==> src/rtl/glitch_sweep.sv <==
// glitch_sweep: steps the glitch pulser through a delay x width grid with per-point repeats.
// Optional macro SWEEP_RESET_EN: request a target reset before every attempt instead of firing directly.
module glitch_sweep #(
   parameter int COOLDOWN_CYCLES = 1000,
   parameter int BUSY_WAIT_MAX   = 4
) (
   input  logic        clk,
   input  logic        rst,
   input  logic        start_i,
   input  logic        abort_i,
   input  logic [15:0] delay_start_i,
   input  logic [15:0] delay_end_i,
   input  logic [15:0] delay_step_i,
   input  logic [7:0]  width_start_i,
   input  logic [7:0]  width_end_i,
   input  logic [7:0]  width_step_i,
   input  logic [7:0]  repeat_i,
   input  logic        pulser_busy_i,
   input  logic        reset_done_i,
   output logic [15:0] delay_o,
   output logic [7:0]  width_o,
   output logic        pulse_en_o,
   output logic        reset_en_o,
   output logic        busy_o,
   output logic        done_o
);

   typedef enum logic [3:0] {
      S_IDLE     = 4'd0,
      S_FIRE     = 4'd1,
      S_WAIT_HI  = 4'd2,
      S_WAIT_LO  = 4'd3,
      S_COOLDOWN = 4'd4,
      S_ADVANCE  = 4'd5,
      S_DONE     = 4'd6
`ifdef SWEEP_RESET_EN
      ,
      S_RST_REQ  = 4'd7,
      S_RST_WAIT = 4'd8
`endif
   } state_t;

`ifdef SWEEP_RESET_EN
   localparam state_t S_ATTEMPT = S_RST_REQ;
`else
   localparam state_t S_ATTEMPT = S_FIRE;
`endif

   localparam logic [15:0] BW_LAST = (BUSY_WAIT_MAX > 1) ? 16'(BUSY_WAIT_MAX - 1) : 16'd0;
   localparam logic [15:0] CD_LAST = (COOLDOWN_CYCLES > 1) ? 16'(COOLDOWN_CYCLES - 1) : 16'd0;
   localparam bit          CD_SKIP = (COOLDOWN_CYCLES == 0);

   state_t      r_state;
   state_t      w_next;
   logic [15:0] r_cnt;
   logic [15:0] r_delay;
   logic [7:0]  r_width;
   logic [7:0]  r_att;

   logic [15:0] r_dly_end;
   logic [15:0] r_dly_step;
   logic [7:0]  r_wid_start;
   logic [7:0]  r_wid_end;
   logic [7:0]  r_wid_step;
   logic [7:0]  r_rep;

   logic        w_accept;
   logic [8:0]  w_wid_sum;
   logic        w_wid_wrap;
   logic [16:0] w_dly_sum;
   logic        w_dly_wrap;
   logic        w_last_point;
   logic [8:0]  w_att_nxt;
   logic [7:0]  w_rep_eff;
   logic        w_rep_more;

   assign w_accept = (r_state == S_IDLE) && start_i && !abort_i;

   // Axis stepping: an axis wraps when its step is zero, the sum carries out, or it passes the end.
   assign w_wid_sum    = {1'b0, r_width} + {1'b0, r_wid_step};
   assign w_wid_wrap   = (r_wid_step == 8'd0) || w_wid_sum[8] || (w_wid_sum > {1'b0, r_wid_end});
   assign w_dly_sum    = {1'b0, r_delay} + {1'b0, r_dly_step};
   assign w_dly_wrap   = (r_dly_step == 16'd0) || w_dly_sum[16] || (w_dly_sum > {1'b0, r_dly_end});
   assign w_last_point = w_wid_wrap && w_dly_wrap;

   assign w_att_nxt  = {1'b0, r_att} + 9'd1;
   assign w_rep_eff  = (r_rep == 8'd0) ? 8'd1 : r_rep;
   assign w_rep_more = w_att_nxt < {1'b0, w_rep_eff};

`ifndef SWEEP_RESET_EN
   logic w_unused_reset_done;
   assign w_unused_reset_done = reset_done_i;
`endif

   always_ff @(posedge clk or negedge rst) begin
      if (!rst) begin
         r_state <= S_IDLE;
      end else begin
         r_state <= w_next;
      end
   end

   always_comb begin
      w_next = r_state;
      if (abort_i) begin
         w_next = S_IDLE;
      end else begin
         case (r_state)
            S_IDLE:     if (start_i) w_next = S_ATTEMPT;
            S_FIRE:     w_next = S_WAIT_HI;
`ifdef SWEEP_RESET_EN
            S_RST_REQ:  w_next = S_RST_WAIT;
            S_RST_WAIT: if (reset_done_i) w_next = S_WAIT_HI;
`endif
            S_WAIT_HI:  if (pulser_busy_i || (r_cnt >= BW_LAST)) w_next = S_WAIT_LO;
            S_WAIT_LO:  if (!pulser_busy_i) w_next = CD_SKIP ? S_ADVANCE : S_COOLDOWN;
            S_COOLDOWN: if (r_cnt >= CD_LAST) w_next = S_ADVANCE;
            S_ADVANCE:  w_next = (w_rep_more || !w_last_point) ? S_ATTEMPT : S_DONE;
            S_DONE:     w_next = S_IDLE;
            default:    w_next = S_IDLE;
         endcase
      end
   end

   always_comb begin
      pulse_en_o = 1'b0;
      reset_en_o = 1'b0;
      done_o     = 1'b0;
      busy_o     = (r_state != S_IDLE);
      case (r_state)
         S_FIRE:    pulse_en_o = 1'b1;
`ifdef SWEEP_RESET_EN
         S_RST_REQ: reset_en_o = 1'b1;
`endif
         S_DONE:    done_o = 1'b1;
         default:   ;
      endcase
   end

   // Dwell counter restarts on every state change; WAIT_HI and COOLDOWN measure against it.
   always_ff @(posedge clk or negedge rst) begin
      if (!rst) begin
         r_cnt <= 16'd0;
      end else if (r_state != w_next) begin
         r_cnt <= 16'd0;
      end else if (r_cnt != 16'hFFFF) begin
         r_cnt <= r_cnt + 16'd1;
      end
   end

   always_ff @(posedge clk) begin
      if (w_accept) begin
         r_dly_end   <= delay_end_i;
         r_dly_step  <= delay_step_i;
         r_wid_start <= width_start_i;
         r_wid_end   <= width_end_i;
         r_wid_step  <= width_step_i;
         r_rep       <= repeat_i;
      end
   end

   // Point registers move only at start or in ADVANCE; abort freezes them at their last values.
   always_ff @(posedge clk or negedge rst) begin
      if (!rst) begin
         r_delay <= 16'd0;
         r_width <= 8'd0;
         r_att   <= 8'd0;
      end else if (w_accept) begin
         r_delay <= delay_start_i;
         r_width <= width_start_i;
         r_att   <= 8'd0;
      end else if ((r_state == S_ADVANCE) && !abort_i) begin
         if (w_rep_more) begin
            r_att <= w_att_nxt[7:0];
         end else begin
            r_att <= 8'd0;
            if (!w_wid_wrap) begin
               r_width <= w_wid_sum[7:0];
            end else if (!w_dly_wrap) begin
               r_width <= r_wid_start;
               r_delay <= w_dly_sum[15:0];
            end
         end
      end
   end

   assign delay_o = r_delay;
   assign width_o = r_width;

endmodule

==> config.mk <==
export PLATFORM = sky130hd
export DESIGN_NAME = glitch_sweep
export DESIGN_NICKNAME = d
export VERILOG_FILES = /design/src/rtl/glitch_sweep.sv
export SDC_FILE = /design/constraint.sdc
export NUM_CORES = 1
export LEC_CHECK = 0
export ABC_AREA = 1
export BUFFER_PORTS_ARGS = -buffer_cell sky130_fd_sc_hd__buf_4
export CORE_ASPECT_RATIO = 1.2
export CORE_MARGIN = 2
export CORE_UTILIZATION = 40
export DETAILED_ROUTE_END_ITERATION = 8
export GPL_ROUTABILITY_DRIVEN = 0
export PLACE_DENSITY = 0.63
export RECOVER_POWER = 50
export SLEW_MARGIN = 20
export SYNTH_ARGS = -nofsm -noshare
export SYNTH_HDL_FRONTEND = slang
export SYNTH_SLANG_ARGS = --single-unit
==> constraint.sdc <==
create_clock -name clk -period 6.74 [get_ports clk]
set_input_delay 0.674 -clock clk [delete_from_list [all_inputs] [get_ports clk]]
set_output_delay 0.674 -clock clk [all_outputs]
set_load 0.01 [all_outputs]
==> results.cfg <==
[run_status]
status = complete, but fails checks
violations = capacitance limit, slew limit

[sta]
skew_ns = 0.00778
fin_setup_tns_ns = 0
timing.hold.ws_ns = 0.453
finalSetupViolCount = 0
min_period_ns = 4.26
hold_viol = 0
slew_headroom_pct = -103
min_period_over_period_pct = 63.2
max_freq_ghz = 0.235
tightest_slew_ns = 3.04
fin_ws_ns = 2.48
rsz0062_at_grt = false
maxSlewViolCount = 53

[drt]
ant_nets = 0
vias = 5176
drtIter0Drc = 232
finalWirelength_mm = 14.8
post-route-drc-count = 0
dr.pass1.iters = 5
wire_per_inst_um = 13.9
vias_per_cell = 4.87

[floorplan]
core_um2 = 16900
fp.dieH_um = 147
ios = 114
initial_core_util_pct = 40.6
fp.dieW_um = 123
rows = 52
dieArea_um2 = 18200

[clocking]
clock_latency_ns = 0.42
cts_root_buf = clkbuf_16
cts_hold_buf = 0
clock_path_buffers = 2
tritoncts = built
ctsResizeCount = 0
cts_sinks = 116
cts_setup_buffers = 0
clk_pin_slew_worst_paths_ns = 0.06
numCtsBuffers = 17
cts_max_level = 4

[synth]
ys.flop_type = edfxtp_1
synth_area_per_cell_um2 = 9.62
syn_area_um2 = 6850
seq_area_frac_synth_pct = 47.1
yosys_warnings = 0
synth_top_cells_by_area = edfxtp_1 28%, dfrtp_1 19%, ha_1 10%, nand2_1 6.6%, inv_1 5.3%
synth_edf_count = 64
synth-seq-cells = 116
synth_cell_types = 51
synth_cells = 712
synth_top_area_share_pct = 28.1
yosysTopAreaCell = edfxtp_1
async_reset_ff_share_pct = 44.8

[layout]
area_growth_pct = 22.3
fin_nets = 978
fin_area_um2 = 8380
mostFrequentLayoutCells = 121 x nand2_1, 96 x inv_1, 64 x edfxtp_1
diodes = 0
fill_cells = 1584
layout_commonest_cell = nand2_1
stdcell_count = 1062
fin_util_pct = 49.7
drive_above_1_share_pct = 21.5

[worst_setup_path]
path_depth = 24
crit_path_end_kind = flip-flop
startpoint_type = flip-flop
path_class = reg2reg
path_cells = ha_1, fa_1, nand3_1, nand2_2, a21oi_4, o21ai_4, a31oi_1, o21ai_1, xor2_1, ha_1, a21oi_1, o21a_1, nand2_1, nand2_1, nand2_1, nand2_1, nand2_1, nand2_2, nand2_4, o21ai_2, nand2_4, inv_2, o21ai_0, o21ai_1
slowest_delay_ns = 0.41
cp_max_fo = 27
ff2ff_path_depth = 24
crit_slowest_cell = edfxtp_1
crit_top_cell = nand2_1
worstPathRequired_ns = 7.07
arrival_ns = 4.59
path_buf_inv = 1
critPathTopFamily = compound AO/OA/AOI/OAI gates

[worst_hold_path]
worst_hold_path_type = in2reg
min_delay_path_depth = 1

[placed_design]
post-place-ws_ns = 2.50
placed_cell_area_um2 = 7890
dp_hpwl_mm = 11.0
dp_cells = 1030
io_buffer_count = 111

[grt]
grt_pass1_vias = 5334
grt_pass1_wl_mm = 24.9
grt_max_degree = 87
grt_antenna_before_repair = 0
grt_use_total_pct = 17.7
globalRouteOverflowTotal = 0

[power_and_ir_drop]
ir_drop_mv = 0.171
power_mw = 3.04
cellLeakagePower_nw = 3.85
cellPowerDensity_nw_per_um2 = 362

[job]
maxCapViolCount = 1
[worst paths after layout]
path                           endpoint  slack, ns           start
setup / recovery            delay_o[13]       2.48   r_dly_step[0]
hold / removal             r_dly_end[1]       0.45  delay_end_i[1]
setup reg to reg            delay_o[13]       2.48   r_dly_step[0]
hold reg to reg                r_att[1]       0.51        r_att[1]
max in group asynchronous    delay_o[8]       3.76             rst
min in group asynchronous      r_att[7]       1.26             rst
[worst register-to-register path, cell delays in order, from the launching register on]
cell and delay [ns]:
edfxtp_1 0.41, ha_1 0.23, fa_1 0.41, nand3_1 0.10, nand2_2 0.09, a21oi_4 0.18, o21ai_4 0.08, a31oi_1 0.23
o21ai_1 0.13, xor2_1 0.24, ha_1 0.31, a21oi_1 0.13, o21a_1 0.13, nand2_1 0.05, nand2_1 0.05, nand2_1 0.04
nand2_1 0.05, nand2_1 0.06, nand2_2 0.09, nand2_4 0.09, o21ai_2 0.16, nand2_4 0.11, inv_2 0.37, o21ai_0 0.24
o21ai_1 0.19
[logic make-up (layout without fill, tap and decap cells)]
kind of cell             Yosys count  after routing  share of synthesized area (%)
other                              1              2                         0.0548
AO/OA/AOI/OAI                    122            122                           11.5
AND/OR/NAND/NOR                  269            269                           19.6
adder cells (fa/ha/maj)           59             59                           11.0
buffers and inverters            114            247                           6.83
XOR/XNOR                          31             31                           3.96
flip-flops                       116            116                           47.1
[cell type report]
type | instances | area [um2] | area share (%)
flip-flops and latches | 116 | 3220 | 38.5
inverters | 103 | 387 | 4.61
repair buffers | 112 | 781 | 9.32
multi-input cells | 483 | 3170 | 37.8
well taps | 216 | 270 | 3.23
clock inverters | 12 | 115 | 1.37
clock buffers | 20 | 437 | 5.21
[per-layer routing]
| metal | global-route usage [%] | vias to the layer above | share of wire [%] |
|---|---|---|---|
| li1 | - | 2654 | - |
| met1 | 21.1 | 2402 | 42 |
| met2 | 30.1 | 102 | 51 |
| met3 | 5.40 | 18 | 5.7 |
| met4 | 5.85 | 0 | 1.5 |
| met5 | 0 | - | 0 |
[where the power goes]
group | switching [mW] | internal, mW | total, mW
clock network | 0.310 | 0.536 | 0.847
registers | 0.0794 | 0.836 | 0.916
logic | 0.761 | 0.513 | 1.27
[synth_stat cells (3+ instances only)]
library cell	number
nand2_1	121
inv_1	96
edfxtp_1	64
ha_1	57
dfrtp_1	52
nor2_1	51
a21oi_1	34
o21ai_0	28
xor2_1	25
nand3_1	22
a31oi_1	12
nor4_1	12
nor2_4	11
nand2_2	10
nor3_1	10
o211ai_1	10
nand4_1	9
inv_2	7
o21ai_1	7
o21a_1	6
xnor2_1	6
clkbuf_1	5
nor2_2	5
a21oi_2	4
o21bai_1	4
nand2_4	3
nand3_2	3
nand3b_1	3
o21ai_2	3
[state kept, by name, summed over array words and instances, names as in the netlist]
| name | cells |
|---|---|
| width_o | 8 |
| r_dly_end | 16 |
| r_wid_start | 8 |
| r_state | 4 |
| r_att | 8 |
| delay_o | 16 |
| r_rep | 8 |
| r_wid_step | 8 |
| r_cnt | 16 |
| r_dly_step | 16 |
| r_wid_end | 8 |
Power figures use the tool's default switching activity.
